File: src/rtl/hamming_dist_acc.sv
// rtl/hamming_dist_acc.sv - streaming per-class Hamming distance accumulator
//
// Purpose:
//   Accepts a query hypervector as NCHUNK beats of CHUNK_W bits, each beat
//   paired with the matching chunk of every class hypervector. Per class it
//   XORs, popcounts and accumulates. After the last chunk it presents CLS_NUM
//   distances on a valid/ready output to the downstream arg-min stage.
//
// Ports:
//   clk        in   rising-edge clock
//   rst        in   synchronous active-high reset
//   in_valid   in   input chunk valid
//   in_ready   out  chunk accepted when in_valid & in_ready
//   in_query   in   query chunk
//   in_cls     in   class chunks, same chunk index as in_query
//   chunk_idx  out  index of next expected chunk (class-memory read address)
//   out_valid  out  distances valid
//   out_ready  in   downstream accepts when out_valid & out_ready
//   out_dist   out  Hamming distance per class, 0..DIM
//
// Build option:
//   HDC_DIST_PIPE_EN - register popcounts before accumulation (latency 2).

module hamming_dist_acc #(
  parameter int DIM      = 1024,
  parameter int CLS_NUM  = 16,
  parameter int CHUNK_W  = 64,
  localparam int NCHUNK  = DIM / CHUNK_W,
  localparam int DW      = $clog2(DIM) + 1,
  localparam int IW      = (NCHUNK > 1) ? $clog2(NCHUNK) : 1
) (
  input  logic                             clk,
  input  logic                             rst,
  input  logic                             in_valid,
  output logic                             in_ready,
  input  logic [CHUNK_W-1:0]               in_query,
  input  logic [CLS_NUM-1:0][CHUNK_W-1:0]  in_cls,
  output logic [IW-1:0]                    chunk_idx,
  output logic                             out_valid,
  input  logic                             out_ready,
  output logic [CLS_NUM-1:0][DW-1:0]       out_dist
);

  localparam int PCW = $clog2(CHUNK_W) + 1;
  localparam logic [IW-1:0] LAST_IDX = IW'(NCHUNK - 1);

  typedef enum logic {
    ACCUM = 1'b0,
    HOLD  = 1'b1
  } state_t;

  state_t state, state_nxt;

  logic [CLS_NUM-1:0][DW-1:0]  acc;
  logic [CLS_NUM-1:0][DW-1:0]  sum;
  logic [CLS_NUM-1:0][PCW-1:0] pc;
  logic [CLS_NUM-1:0][PCW-1:0] add_pc;

  logic accept;
  logic last_chunk;
  logic drain;      // final popcount still sitting in the pipe register
  logic fold_en;    // add add_pc into the accumulators this cycle
  logic fold_last;  // this fold completes the vector

  function automatic logic [PCW-1:0] popcount(input logic [CHUNK_W-1:0] v);
    logic [PCW-1:0] cnt;
    cnt = '0;
    for (int i = 0; i < CHUNK_W; i++) begin
      cnt = cnt + PCW'(v[i]);
    end
    return cnt;
  endfunction

  always_comb begin
    for (int c = 0; c < CLS_NUM; c++) begin
      pc[c] = popcount(in_query ^ in_cls[c]);
    end
  end

`ifdef HDC_DIST_PIPE_EN
  logic                        pipe_valid;
  logic                        pipe_last;
  logic [CLS_NUM-1:0][PCW-1:0] pipe_pc;

  always_ff @(posedge clk) begin
    if (rst) begin
      pipe_valid <= 1'b0;
      pipe_last  <= 1'b0;
      pipe_pc    <= '0;
    end else begin
      pipe_valid <= accept;
      pipe_last  <= accept && last_chunk;
      if (accept) begin
        pipe_pc <= pc;
      end
    end
  end

  assign drain  = pipe_valid && pipe_last;
  assign add_pc = pipe_pc;
`else
  assign drain  = 1'b0;
  assign add_pc = pc;
`endif

  // Control: handshake, fold enables and next state in one place so that
  // accept is derived from in_ready without a combinational round trip.
  always_comb begin
    state_nxt  = state;
    in_ready   = 1'b0;
    out_valid  = 1'b0;
    accept     = 1'b0;
    fold_en    = 1'b0;
    fold_last  = 1'b0;
    last_chunk = (chunk_idx == LAST_IDX);
    case (state)
      ACCUM: begin
        in_ready = !rst && !drain;
        accept   = in_valid && in_ready;
`ifdef HDC_DIST_PIPE_EN
        fold_en   = pipe_valid;
        fold_last = drain;
`else
        fold_en   = accept;
        fold_last = accept && last_chunk;
`endif
        if (fold_last) begin
          state_nxt = HOLD;
        end
      end
      HOLD: begin
        out_valid = 1'b1;
        if (out_ready) begin
          state_nxt = ACCUM;
        end
      end
      default: state_nxt = ACCUM;
    endcase
  end

  always_ff @(posedge clk) begin
    if (rst) begin
      state <= ACCUM;
    end else begin
      state <= state_nxt;
    end
  end

  // The running sum never exceeds DIM, which DW holds exactly.
  always_comb begin
    for (int c = 0; c < CLS_NUM; c++) begin
      sum[c] = acc[c] + DW'(add_pc[c]);
    end
  end

  always_ff @(posedge clk) begin
    if (rst) begin
      acc      <= '0;
      out_dist <= '0;
    end else if (fold_en) begin
      if (fold_last) begin
        out_dist <= sum;
        acc      <= '0;
      end else begin
        acc <= sum;
      end
    end
  end

  // The read address wraps at accept time, so in the pipelined build the
  // class memory already points at chunk 0 while the last popcount drains.
  always_ff @(posedge clk) begin
    if (rst) begin
      chunk_idx <= '0;
    end else if (accept) begin
      if (last_chunk) begin
        chunk_idx <= '0;
      end else begin
        chunk_idx <= chunk_idx + IW'(1);
      end
    end
  end

endmodule

File: config.mk
export PLATFORM = sky130hd
export DESIGN_NAME = hamming_dist_acc
export DESIGN_NICKNAME = d
export VERILOG_FILES = /design/src/rtl/hamming_dist_acc.sv
export SDC_FILE = /design/constraint.sdc
export NUM_CORES = 2
export LEC_CHECK = 0
export ABC_AREA = 0
export BUFFER_PORTS_ARGS = -buffer_cell sky130_fd_sc_hd__buf_2
export CAP_MARGIN = 20
export CORE_AREA = 2 2 500 502
export CTS_CLUSTER_DIAMETER = 30
export CTS_CLUSTER_SIZE = 28
export DETAILED_ROUTE_END_ITERATION = 8
export DIE_AREA = 0 0 502 504
export PLACE_DENSITY = 0.48
export SKIP_CTS_REPAIR_TIMING = 1
export SLEW_MARGIN = 5
export SYNTH_ARGS = -nofsm -noshare
export SYNTH_HDL_FRONTEND = slang
export SYNTH_SLANG_ARGS = --single-unit
File: constraint.sdc
create_clock -name clk -period 18.9 [get_ports clk]
set_clock_uncertainty 0.1 [all_clocks]
set_input_delay 2.835 -clock clk [delete_from_list [all_inputs] [get_ports clk]]
set_output_delay 2.835 -clock clk [all_outputs]
set_load 0.01 [all_outputs]
# Yosys cells after proc, flatten, opt, wreduce, memory -nomap -nowiden
# Index checks and enable logic that the tools add are counted.
# op_classes
n_eq_ne	1
order_cmp	0
n_mux	9
n_addsub	1025
shifts	0
multipliers	0
div	0
n_bitwise	17
reduce_logical	4
# ops
operator	count
$add 7x1->7	912
$xor 64x64->64	16
$add 11x7->11	16
$mux 176	1
$add 6x1->7	16
$add 5x1->6	16
$add 4x1->5	16
$add 3x1->4	16
$add 2x1->3	16
$add 1x1->2	16
$mux 1	6
$add 4x1->4 const B	1
$eq 4x4->1 const B	1
$mux 4	1
$logic_and 1x1->1	2
$pmux 1 s2	1
$reduce_and 2->1	1
$logic_not 1->1	1
$not 1->1	1
# word_totals
regBits	357
ram_bits	0
in_bits	1092
out_inout_bits	182
latch_bits	0
word_cells	1090
romBits	0
n_memories	0

# Logic depth before layout (Yosys ltp)
# logic_depth
ltp_word	66
mapped_depth	24
ltp_nobuf	22

# Least setup slack after synthesis
# OpenSTA, ideal clock, no wires.
# synth_path
path_kind	input-to-reg
start	in in_query[44]
end	reg out_dist[142] in the netlist's numbering
setup_ps	129
arrival_time_ps	9784
cell_stages	23
required_time_ps	18671
path_buffers	2
slack_ps	8887
cell_sequence	clkbuf_1 -> clkbuf_1 -> xnor2_1 -> fa_1 -> inv_1 -> fa_1 -> inv_1 -> fa_1 -> inv_1 -> fa_1 -> fa_1 -> fa_1 -> inv_1 -> fa_1 -> inv_1 -> fa_1 -> fa_1 -> fa_1 -> a211oi_1 -> o21ai_0 -> a41oi_1 -> xnor2_1 -> o21ai_0
# synth_between
elab_chain_len	22
# synth_lines
element	line	text
from (decl)	36	input logic [CHUNK_W-1:0] in_query,
$xor 64x64->64	76	pc[c] = popcount(in_query ^ in_cls[c]);
$add 7x1->7 (20 in a row)	69	cnt = cnt + PCW'(v[i]);
$add 11x7->11	152	sum[c] = acc[c] + DW'(add_pc[c]);
to (signal assigned)	162	out_dist <= sum;
to (decl)	41	output logic [CLS_NUM-1:0][DW-1:0] out_dist
# No other way between the ends.
# A chain may end at the register's enable or synchronous reset.

# Final worst setup path
# layout_path
start	in in_query[50]
end	reg out_dist[120] in the netlist's numbering
# layout_between
elab_chain_len	16
# layout_lines
element	line
$xor 64x64->64	76
$add 7x1->7 (14 in a row)	69
$add 11x7->11	152
# No other way between the ends.

==> metrics.yaml <==
timing:
  setup_viol_count_final: 0
  fin_ws_ns: 8.507
  fin_hold_ws_ns: 0.3509
  rsz0062_at_grt: "false"
  period_share_pct: 54.99
  max_freq_mhz: 96.22
  tns_ns: 0
  maxSlewViolCount: 0
  maxSlewHeadroom_pct: 25.49
  hold_violations: 0
  period_minus_slack_ns: 10.39
  tightest_slew_ns: 1.118
global_route:
  grtUsageTotal_pct: 26.12
  grt_antenna_before_repair: 147
  grt_pass1_wl_microns: 438500
  overflow: 0
  grt_max_degree: 107
  grt_pass1_vias: 49430
final_layout:
  seq_area_sq_mm: 0.007147
  multiInputGateArea_sq_mm: 0.04149
  nNetsFinal: 8907
  fillCellCount: 26710
  drive_gt1_share_pct: 23.00
  area_growth_pct: 24.86
synth:
  ys.flop_type: "dfxtp_1"
  yosysMostFrequentCell: "fa_1"
  async_flop_share_pct: 0
  ys_seq_area_share_pct: 13.56
  synthTopCellsByArea: "fa_1 (34%), dfxtp_1 (14%), xor2_1 (12%)"
  synth_nets: 7739
  synth-seq-cells: 357
  synth_common_cells: "fa_1 (896), inv_1 (821), xor2_1 (707)"
  yosys.area.top_type: "fa_1"
  yosysWarningCount: 0
  synth.distinct_cells: 60
  synth_edf_count: 0
  syn_inst: 5315
  syn_avg_cell_area_sq_um: 9.915
  syn_area_sq_mm: 0.05270
  synth_top_area_share_pct: 34.04
clock_tree:
  cts_max_level: 3
  cts_buffers: 83
  root_buffer: "clkbuf_16"
  path_clk_slew_ns: 0.05
  clk_latency_ns: 0.66
  cts_sinks: 357
  clockBufferDepth: 3
  cts_tree: "built"
routing:
  post_drt_via_cell_ratio: 4.502
  ant_nets: 0
  routed-wl-met2_microns: 173100
  drt_pass1_iterations: 5
  route.vias.total: 44850
  drc_errors: 0
  wl_per_cell_microns: 33.72
  met3_length_microns: 22920
  routed_wl_microns: 335900
  highest_layer: "met5"
  drt_iter0_markers: 3127
  met1_length_microns: 116200
die:
  dieArea_sq_mm: 0.2530
  io-pin-count: 1274
  design.core.area_sq_mm: 0.2475
  die_h_microns: 504
  die_w_microns: 502
  start_util_pct: 21.29
  num_rows: 183
worst_setup_path:
  critPathKind: "in2reg"
  crit_path_frequent_cell: "fa_1"
  crit_required_ns: 19.31
  startpoint_type: "primary input"
  worst_path_max_delay_cell: "a31oi_1"
  reg2reg_depth: 17
  crit_arrival_ns: 10.80
  end_kind: "flip-flop"
  max_stage_delay_ns: 0.78
  critPathMaxFanout: 16
  regToRegSetupSlack_ns: 11.61
  cp_cell_sequence: "buf_2 > xor2_1 > fa_1 > fa_1 > fa_1 > inv_1 > fa_1 > fa_1 > inv_1 > fa_1 > inv_1 > fa_1 > inv_1 > fa_1 > inv_1 > fa_1 > inv_1 > fa_1 > a211oi_1 > o21ai_0 > a31oi_1 > xnor2_1 > o21ai_0"
place:
  portBuffers: 1273
  pre_cts_ws_ns: 8.031
  dp_hpwl_microns: 291600
  place.gp.congestion: 0.9970
hold_path:
  min_path_cells: 2
  hold_path_class: "reg2reg"
run:
  cap_viol_max_count: 0
outcome:
  outcome: "complete, no violations"
## placed cells by master, fill, tap and decap left out, types with 37 or more instances in the layout
cell	n
buf_2	1268
fa_1	896
inv_1	821
xor2_1	707
ha_1	436
xnor2_1	427
dfxtp_1	357
nand2_1	204
nor2_1	186
nand3_1	140
o21ai_0	129
a21oi_1	119
a21o_1	89
clkbuf_16	83
diode_2	82
and3_1	75
a22o_1	65
buf_4	65
a22oi_1	39
o211ai_1	37
## per-stage QoR
stage / util, % / instance area (sq um) / cells
6_report: 26.59 / 65800 / 9963
5_1_grt: 26.55 / 65730 / 9932
4_1_cts: 26.50 / 65600 / 9881
3_5_place_dp: 25.34 / 62730 / 9728
3_3_place_gp: 25.34 / 62730 / 9728
2_1_floorplan: - / 52700 / 5315
## flip-flops by register name (all words and copies together), names as in the netlist
| register | cells |
|---|---|
| chunk_idx | 4 |
| acc | 176 |
| out_dist | 176 |
| state | 1 |
## cell families (layout without fill, tap and decap cells)
kind of cell	Yosys count	count (layout)	share of synthesized area, %
AND/OR/NAND/NOR	728	728	6.472
AO/OA/AOI/OAI	675	675	8.647
adder cells (fa/ha/maj)	1332	1332	44.39
other	0	82	0
buffers and inverters	1072	2308	7.764
flip-flops	357	357	13.56
multiplexers	17	17	0.3229
XOR/XNOR	1134	1134	18.85
## path summary, 6_finish.rpt
kind	startpoint	endpoint
worst min register to register	out_dist[137]	out_dist[137]
worst max register to register	acc[99]	acc[107]
worst max-delay path	in_query[50]	out_dist[120]
worst min-delay path	out_dist[137]	out_dist[137]
## critical path, delay by kind of cell
kind / cells / cell delay, ns
AOI/OAI and AO/OA: 4 / 1.36
xor gates and xnor gates: 2 / 0.39
adders and majority gates: 10 / 4.86
buffers and inverters: 7 / 1.29
## cell type report
type	count	share of cell area, %
Multi-Input combinational cell	3886	63.06
Sequential cell	357	10.86
Timing Repair Buffer	1333	10.39
Tap cell	3330	6.332
Inverter	822	4.696
Clock buffer	104	3.459
Clock inverter	49	0.8994
Antenna cell	82	0.3118
## metal layers
metal / global-route usage (%) / vias to the layer above
met3: 5.194 / 590
met5: 0.3807 / -
met4: 15.64 / 32
li1: - / 19220
met1: 27.59 / 22890
met2: 47.48 / 2118
Power is not shown: default switching activity piles up to over one toggle a cycle in this logic, so the estimate is an artifact.
